### src/rtl/popcount_sched_pkg.sv
// Shared constants and state encoding for the popcount scheduler.
`timescale 1ns/1ps
package popcount_sched_pkg;
    localparam int N_REQ_DEF   = 4;
    localparam int DATA_W_DEF  = 8;
    localparam int RES_W_DEF   = 4;
    localparam int TIMEOUT_DEF = 64;

    typedef logic [1:0] state_t;
    localparam state_t IDLE  = 2'd0;
    localparam state_t RUN   = 2'd1;
    localparam state_t CLEAR = 2'd2;
endpackage

### src/rtl/popcount_scheduler_rr_arbiter.sv
// Rotating-priority one-hot select: first set request at or after ptr.
`timescale 1ns/1ps
module rr_arbiter #(
    parameter int N     = 4,
    parameter int PTR_W = 2
) (
    input  logic [N-1:0]     req,
    input  logic [PTR_W-1:0] ptr,
    output logic [N-1:0]     gnt,
    output logic [PTR_W-1:0] idx,
    output logic             any
);
    int j;

    always_comb begin
        gnt = '0;
        idx = '0;
        any = 1'b0;
        j   = 0;
        for (int i = 0; i < N; i++) begin
            j = int'(ptr) + i;
            if (j >= N) j = j - N;
            if (!any && req[j]) begin
                any    = 1'b1;
                gnt[j] = 1'b1;
                idx    = PTR_W'(j);
            end
        end
    end
endmodule

### src/rtl/popcount_scheduler.sv
// Round-robin sharing of one bit_counter among N_REQ requesters,
// with start/done handshake and a watchdog abort.
`timescale 1ns/1ps
module popcount_scheduler
    import popcount_sched_pkg::*;
#(
    parameter int N_REQ   = N_REQ_DEF,
    parameter int DATA_W  = DATA_W_DEF,
    parameter int RES_W   = RES_W_DEF,
    parameter int TIMEOUT = TIMEOUT_DEF
) (
    input  logic                    clk,
    input  logic                    reset,
    input  logic [N_REQ-1:0]        req,
    input  logic [N_REQ*DATA_W-1:0] req_data,
    output logic [N_REQ-1:0]        grant,
    output logic [N_REQ-1:0]        resp_valid,
    output logic [RES_W-1:0]        resp_result,
    output logic                    resp_err,
    output logic                    busy,
    output logic [DATA_W-1:0]       cnt_A,
    output logic                    cnt_start,
    input  logic                    cnt_done,
    input  logic [RES_W-1:0]        cnt_result
);
    localparam int PTR_W = $clog2(N_REQ);
    localparam int WD_W  = $clog2(TIMEOUT + 1);

    state_t            state_q, state_d;
    logic [N_REQ-1:0]  grant_q, grant_d;
    logic [N_REQ-1:0]  resp_valid_q, resp_valid_d;
    logic [RES_W-1:0]  resp_result_q, resp_result_d;
    logic              resp_err_q, resp_err_d;
    logic [DATA_W-1:0] cnt_a_q, cnt_a_d;
    logic              cnt_start_q, cnt_start_d;
    logic [PTR_W-1:0]  ptr_q, ptr_d;
    logic [PTR_W-1:0]  idx_q, idx_d;
    logic [WD_W-1:0]   wd_q, wd_d;

    logic [N_REQ-1:0]  arb_gnt;
    logic [PTR_W-1:0]  arb_idx;
    logic              arb_any;

    rr_arbiter #(.N(N_REQ), .PTR_W(PTR_W)) u_arb (
        .req (req),
        .ptr (ptr_q),
        .gnt (arb_gnt),
        .idx (arb_idx),
        .any (arb_any)
    );

    always_comb begin
        state_d       = state_q;
        grant_d       = grant_q;
        resp_valid_d  = '0;
        resp_result_d = resp_result_q;
        resp_err_d    = resp_err_q;
        cnt_a_d       = cnt_a_q;
        cnt_start_d   = cnt_start_q;
        ptr_d         = ptr_q;
        idx_d         = idx_q;
        wd_d          = wd_q;
        case (state_q)
            IDLE: begin
                if (arb_any) begin
                    grant_d = arb_gnt;
                    idx_d   = arb_idx;
                    cnt_a_d = req_data[arb_idx*DATA_W +: DATA_W];
                    state_d = RUN;
                end
            end
            RUN: begin
                cnt_start_d = 1'b1;
                if (cnt_done) begin
                    resp_valid_d  = grant_q;
                    resp_result_d = cnt_result;
                    resp_err_d    = 1'b0;
                    cnt_start_d   = 1'b0;
                    state_d       = CLEAR;
                end else if (wd_q == WD_W'(TIMEOUT)) begin
                    resp_valid_d  = grant_q;
                    resp_result_d = '0;
                    resp_err_d    = 1'b1;
                    cnt_start_d   = 1'b0;
                    state_d       = CLEAR;
                end else begin
                    wd_d = wd_q + WD_W'(1);
                end
            end
            CLEAR: begin
                cnt_start_d = 1'b0;
                // Wait for the counter to return to idle before re-arming.
                if (!cnt_done) begin
                    ptr_d   = (idx_q == PTR_W'(N_REQ - 1)) ? '0 : idx_q + PTR_W'(1);
                    grant_d = '0;
                    wd_d    = '0;
                    state_d = IDLE;
                end
            end
            default: state_d = IDLE;
        endcase
    end

    always_ff @(posedge clk or posedge reset) begin
        if (reset) begin
            state_q       <= IDLE;
            grant_q       <= '0;
            resp_valid_q  <= '0;
            resp_result_q <= '0;
            resp_err_q    <= 1'b0;
            cnt_a_q       <= '0;
            cnt_start_q   <= 1'b0;
            ptr_q         <= '0;
            idx_q         <= '0;
            wd_q          <= '0;
        end else begin
            state_q       <= state_d;
            grant_q       <= grant_d;
            resp_valid_q  <= resp_valid_d;
            resp_result_q <= resp_result_d;
            resp_err_q    <= resp_err_d;
            cnt_a_q       <= cnt_a_d;
            cnt_start_q   <= cnt_start_d;
            ptr_q         <= ptr_d;
            idx_q         <= idx_d;
            wd_q          <= wd_d;
        end
    end

    assign grant       = grant_q;
    assign resp_valid  = resp_valid_q;
    assign resp_result = resp_result_q;
    assign resp_err    = resp_err_q;
    assign cnt_A       = cnt_a_q;
    assign cnt_start   = cnt_start_q;
    assign busy        = (state_q != IDLE);
endmodule

### config.mk
export PLATFORM = sky130hd
export DESIGN_NAME = popcount_scheduler
export DESIGN_NICKNAME = d
export VERILOG_FILES = /design/src/rtl/popcount_sched_pkg.sv /design/src/rtl/popcount_scheduler_rr_arbiter.sv /design/src/rtl/popcount_scheduler.sv
export SDC_FILE = /design/constraint.sdc
export NUM_CORES = 1
export LEC_CHECK = 0
export CORE_UTILIZATION = 38
export CTS_BUF_LIST = sky130_fd_sc_hd__clkbuf_4 sky130_fd_sc_hd__clkbuf_8
export CTS_CLUSTER_DIAMETER = 30
export DETAILED_ROUTE_END_ITERATION = 8
export DONT_BUFFER_PORTS = 1
export PLACE_DENSITY = 0.56
export SLEW_MARGIN = 10
export SYNTH_ARGS = -nofsm -noshare
export SYNTH_HDL_FRONTEND = slang
export SYNTH_SLANG_ARGS = --single-unit
### constraint.sdc
create_clock -name clk -period 3.3 [get_ports clk]
set_clock_uncertainty 0.05 [all_clocks]
set_input_delay 0.33 -clock clk [delete_from_list [all_inputs] [get_ports clk]]
set_output_delay 0.33 -clock clk [all_outputs]
set_load 0.02 [all_outputs]
==> results of run 1 <==
worst reg2reg max path: stages, from the launching register on:
cell and delay [ns]:
dfrtp_1 0.57, inv_1 0.14, ha_1 0.51, mux4_2 0.64, nor2b_4 0.26, o21ai_4 0.13
nor4_4 0.31, o21ai_0 0.16, nand4_1 0.11
synthesized netlist by cell type, types with 5 or more instances:
cell type,count,area share
dfrtp_1,35,0.36
o21ai_0,21,0.043
nand2_1,20,0.031
nor2_1,18,0.028
inv_1,15,0.023
ha_1,12,0.062
nand4_1,9,0.023
a21oi_1,7,0.014
nand3_1,7,0.014
a22o_1,6,0.022
mux2i_1,6,0.025
nor3_1,6,0.012
a21bo_2,5,0.021
a22oi_1,5,0.015
buf_2,5,0.010
mux2_2,5,0.023
or3_1,5,0.013
stage by stage:
step / hold WS (ns) / area (sq um)
final: 0.08216 / 2556
after global routing: 0.09729 / 2556
after CTS: 0.08846 / 2556
after detailed placement: 0.3912 / 2467
after global placement: 0.3911 / 2467
after floorplan: 0.3982 / 2436
power by group:
group          internal [mW]  leakage [nW]  switching (mW)
Clock                  0.164        0.0491           0.149
Sequential             0.597         0.449           0.250
Combinational          0.634         0.578           0.835
Total                   1.40          1.08            1.24
per-layer routing:
metal  routed length, microns  part of all wire
met2                     2493              0.47
met5                        0                 0
met4                       45            0.0085
met3                      366             0.069
met1                     2414              0.45
area by class of cell:
type | instances | share of cell area
clock buffer | 7 | 0.03279
clock inverter | 1 | 0.001958
tap | 75 | 0.03671
inverter | 15 | 0.02203
sequential | 35 | 0.3426
multi-input combinational | 189 | 0.5551
timing repair buffer | 3 | 0.008811
cells by family (layout without fill, tap and decap cells):
| group | after synthesis | after routing | share of synthesized area |
|---|---|---|---|
| AND/OR/NAND/NOR | 88 | 88 | 0.2003 |
| adder cells (fa/ha/maj) | 12 | 12 | 0.06163 |
| AO/OA/AOI/OAI | 73 | 73 | 0.2322 |
| flip-flops | 35 | 35 | 0.3595 |
| buffers and inverters | 28 | 26 | 0.05803 |
| XOR/XNOR | 1 | 1 | 0.003596 |
| multiplexers | 15 | 15 | 0.08475 |
flip-flops by register name, summed over array words and instances, names as in the netlist, 2 cells and up:
name / count
grant: 4
resp_valid: 4
idx_q: 2
ptr_q: 2
resp_result: 4
wd_q: 7
state_q: 2
cnt_A: 8
final timing paths:
check / startpoint / endpoint / slack (ns) / cells after the start
min: reset / cnt_A[1] / 0.08 / 1
max reg2reg: ptr_q[1] / cnt_A[2] / 0.35 / 8
max in group asynchronous: reset / wd_q[1] / 2.41 / 2
min reg2reg: idx_q[1] / idx_q[1] / 0.44 / 2
max: ptr_q[1] / cnt_A[2] / 0.35 / 8
min in group clk: cnt_done / resp_err / 0.10 / 1
==> run summary, run 1 <==
status - finished, final reports clean
nets - 304
Row Count - 28
Post-CTS Hold Buffers - 0
synth unique cells - 55
dpl cells - 317
Post-Syn Area per Cell - 9.667 sq um
CTS buffer count - 5
RSZ-0062 raised after global routing - no
grt total ovfl - 0
met3 Use GR - 0.05000
GRT met1 Usage - 0.2118
Clk pin slew, worst setup/hold paths - 0.07 ns
first-pass GRT wire length - 8438 microns
power density cells - 1029 nW/um^2
Worst path max stage delay - 0.64 ns
Post-synth EDFFs - 0
area of the multi-input gates - 1419 sq um
via count - 1,919
final core utilization - 0.4218
layout cells sized above 1 - 0.1440
worst rel slew slack - 0.3849
Max Cap Violations - 0
most frequent cells in the layout - dfrtp_1, o21ai_0, nand2_1
Worst setup SP type - flip-flop
most common library cell in the layout ignoring fill and taps - dfrtp_1
first-pass detailed-route iteration total - 4
kind of cell with the highest combined delay on the critical path - simple AND/OR/NAND/NOR gates
post-synthesis instance total - 252
P&R area growth vs syn - 4.931%
H-tree Lvls - 2
Synth Register Bits - 35
die height - 82.07 microns
clk root buf - clkbuf_8
met2 usage - 0.2702
critical path peak fanout - 11
Post-CTS Resized - 0
die width - 82.07 microns
I/O pin total - 66
Avg WL per Cell - 16.37 microns
Most Used Layer, Global Route - met2
Critical Path End Type - flip-flop
vias in the first global route - 1,846
CTS tree - yes
postcts setup bufs - 0
DIE AREA - 6735 sq um
Top FF cell, synth - dfrtp_1
worst path required time - 3.47 ns
Seq/Total Area, Yosys - 0.3595
Sink Count - 35
Final Cycle Share - 0.8932
1st-iter DRT viols - 117
LEAKAGE - 1.076 nW
final WL - 5319 microns
Core Region - 6061 sq um
number of remaining DRC errors - 0
DP Worst Slack - 0.3416 ns
Peak Freq - 339.3 MHz
clk_lat worst skew - 0.29 ns
Inserted Diodes - 0
fillers - 578
antenna viol nets, final - 0
Min Clock Period, post-route - 2.948 ns
crit-path cells - inv_1, ha_1, mux4_2, nor2b_4, o21ai_4, nor4_4, o21ai_0, nand4_1
Total Power - 2.630 mW
worst hold-check path type - input port to asynchronous set/reset pin
total track usage - 0.1655
Crit-path slowest cell - mux4_2
setup TNS - 0 ns
CP bufs+invs - 1
Final WS setup - 0.3524 ns
yosys warns - 0
final cell count without fillers - 325
IO Port Bufs - 0
Final setup viols - 0
kind of critical path - flip-flop to flip-flop
Peak VDD IR - 476.4 uV
clock buffer depth - 2
HPWL after detailed placement - 4031 microns
initial antenna violation count - 0
Post-Synthesis Net Count - 307
critical path arrival - 3.12 ns
Starting Density - 0.4019
mapped cell area - 2436 sq um
vias per std cell - 5.905
fraction of registers with async set/reset - 1.000
Worst-Margin Slew - 0.9216 ns
Seq. cell area - 875.8 sq um
final hold violations - 0
Max Slew Vio Count - 0
pin count of the biggest net entering global routing - 25
gp weighted congestion - 0.7377
No activity file was read; power rests on OpenSTA's default activity.
==> run 2: changes to the inputs <==
- CORE_ASPECT_RATIO: default -> 1.25
==> run 2 against run 1 <==
Global-route usage rose by 1.1 points. Setup slack got worse by 0.070 ns. Routed wire length rose by 4.6%. Clock power rose by 26%.
==> run summary, run 2 (synthesized netlist as in run 1, its figures left out) <==
Starting Density - 0.3951 (-0.006851)
die width - 73.62 microns (-10%)
vias in the first global route - 1,942 (+5.2%)
P&R area growth vs syn - 6.831%
Worst path max stage delay - 0.65 ns (about the same)
Worst-Margin Slew - 0.8344 ns (-0.08719 ns)
worst hold-check path type - input port to flip-flop
number of flip-flops in the largest register - 8 (unchanged)
IO Port Bufs - 0 (unchanged)
Max Slew Vio Count - 0 (unchanged)
Crit-path slowest cell - mux4_2
H-tree Lvls - 2 (unchanged)
layout cells sized above 1 - 0.1434 (-0.0005737)
Max Cap Violations - 0 (unchanged)
WHS Path Cells - 1
Total Power - 2.716 mW (+3.3%)
Post-CTS Resized - 0 (unchanged)
Row Count - 32 (+14%)
most common library cell in the layout ignoring fill and taps - dfrtp_1
Avg WL per Cell - 16.57 microns (+1.2%)
clock share of power - 0.146 (+0.027)
CTS tree - yes
initial antenna violation count - 0 (unchanged)
Peak Freq - 331.3 MHz (-2.3%)
via count - 1,934 (+0.78%)
dpl cells - 327 (+3.2%)
Clk pin slew, worst setup/hold paths - 0.08 ns (about the same)
Min Clock Period, post-route - 3.018 ns (+0.07046 ns)
final hold violations - 0 (unchanged)
Int Pwr - 1.456 mW (+4.4%)
DP Worst Slack - 0.2972 ns (-0.04439 ns)
reg2reg start - ptr_q[1]
first-pass detailed-route iteration total - 4 (unchanged)
final cell count without fillers - 336 (+3.4%)
Sink Count - 35 (unchanged)
Min-Delay Endpoint - resp_err
critical path peak fanout - 11 (unchanged)
clock buffer depth - 2 (unchanged)
I/O pin total - 66 (unchanged)
Final Cycle Share - 0.9146 (+0.02135)
status - finished, final reports clean
crit-path cells - inv_1, ha_1, mux4_2, nor2b_4, o21ai_4, nor4_4, o21ai_0, nand4_1
Inserted Diodes - 0 (unchanged)
final WL - 5566 microns (+4.6%)
RR Endpoint - cnt_A[2]
number of remaining DRC errors - 0 (unchanged)
vias per std cell - 5.756 (-2.5%)
nets - 305 (+0.33%)
R2R Setup Slk - 0.28 ns (-0.07 ns)
Sequential Power Share - 0.313 (-0.009)
Worst setup SP type - flip-flop
CTS buffer count - 5 (unchanged)
grt total ovfl - 0 (unchanged)
Final WS setup - 0.2820 ns (-0.07046 ns)
LEAKAGE - 1.089 nW (+1.2%)
clk root buf - clkbuf_8
Psw - 1.260 mW (+2.0%)
gp weighted congestion - 0.7921 (+7.4%)
Net Sw Frac - 0.4639 (-0.005709)
clk_lat worst skew - 0.29 ns (about the same)
antenna viol nets, final - 0 (unchanged)
Core Region - 6166 sq um (+1.7%)
Peak VDD IR - 427.2 uV (-10%)
worst path required time - 3.47 ns (about the same)
Critical Path End Type - flip-flop
worst-case reg-to-reg path depth - 8 (unchanged)
total track usage - 0.1767 (+0.01115)
RSZ-0062 raised after global routing - no
first-pass GRT wire length - 9321 microns (+10%)
final core utilization - 0.4221 (about the same)
critical path arrival - 3.19 ns (+0.07 ns)
power density cells - 1044 nW/um^2 (+1.4%)
worst rel slew slack - 0.4423 (+0.05740)
1st-iter DRT viols - 62 (-47%)
kind of critical path - flip-flop to flip-flop
setup TNS - 0 ns (unchanged)
Final setup viols - 0 (unchanged)
Min-Delay Startpoint - cnt_done
pin count of the biggest net entering global routing - 36 (+44%)
HPWL after detailed placement - 4086 microns (+1.4%)
die height - 91.52 microns (+12%)
DIE AREA - 6737 sq um (about the same)
Comb pwr share - 0.541 (-0.018)
most frequent cells in the layout - dfrtp_1, o21ai_0, nand2_1
[run 2: per-layer routing]
metal	track usage	share of wire	vias to the layer above
met5	0	0	-
met4	0.04487	0.0083	0
met3	0.04550	0.061	6
met2	0.3150	0.52	51
met1	0.2049	0.41	945
li1	-	-	932
[run 2: power by group through the flow]
stage / registers [mW] / logic [mW] / clock network (mW)
global placement: 0.856 / 1.45 / 0
finish: 0.850 / 1.47 / 0.396
CTS: 0.851 / 1.48 / 0.404
global route: 0.873 / 1.67 / 0.418
floorplan: 0.811 / 1.28 / 0
detailed placement: 0.858 / 1.48 / 0
[run 2: cell type report]
cell class              instances  area (sq um)
clock buffers                   5         68.82
clock inverters                 3         43.79
fillers                       670          3563
inverters                      15         56.30
multi-input cells             189          1419
flip-flops and latches         35         875.8
well taps                      85         106.4
repair buffers                  4         32.53
[run 2: how the worst max path moves through the flow]
stage,from,end,depth (start not counted)
floorplan,ptr_q[0],cnt_A[4],10
global placement,ptr_q[1],cnt_A[6],8
detailed placement,ptr_q[1],cnt_A[2],8
CTS,ptr_q[1],cnt_A[2],8
global route,ptr_q[1],cnt_A[2],8
finish,ptr_q[1],cnt_A[2],8
[run 2: repair_timing]
action	4_1_cts	5_1_grt
buffers inserted	0	0
hold buffers	1	0
endpoints found under the hold margin	18	0
[run 2: stage by stage]
| step | instance area, sq um | hold WS (ns) |
|---|---|---|
| 2_1_floorplan | 2436 | 0.3982 |
| 6_report | 2603 | 0.08504 |
| 5_1_grt | 2603 | 0.08086 |
| 3_3_place_gp | 2480 | 0.3075 |
| 4_1_cts | 2603 | 0.07500 |
| 3_5_place_dp | 2480 | 0.3083 |
[run 2: worst max-delay path: cells and delay by family, from the launching register on]
family / cells / cell delay (ns)
adders and majority gates: 1 / 0.52
DFF: 1 / 0.58
buffers and inverters: 1 / 0.14
muxes: 1 / 0.65
and+or+nand+nor: 3 / 0.70
AOI/OAI and AO/OA: 2 / 0.30
==> run 3: changes to the inputs <==
- CTS_BUF_LIST: sky130_fd_sc_hd__clkbuf_4 sky130_fd_sc_hd__clkbuf_8 -> sky130_fd_sc_hd__clkbuf_4 sky130_fd_sc_hd__clkbuf_8 sky130_fd_sc_hd__clkbuf_16
==> results of run 3 <==
The final DEF is identical to that of run 2; final timing and power are the same.
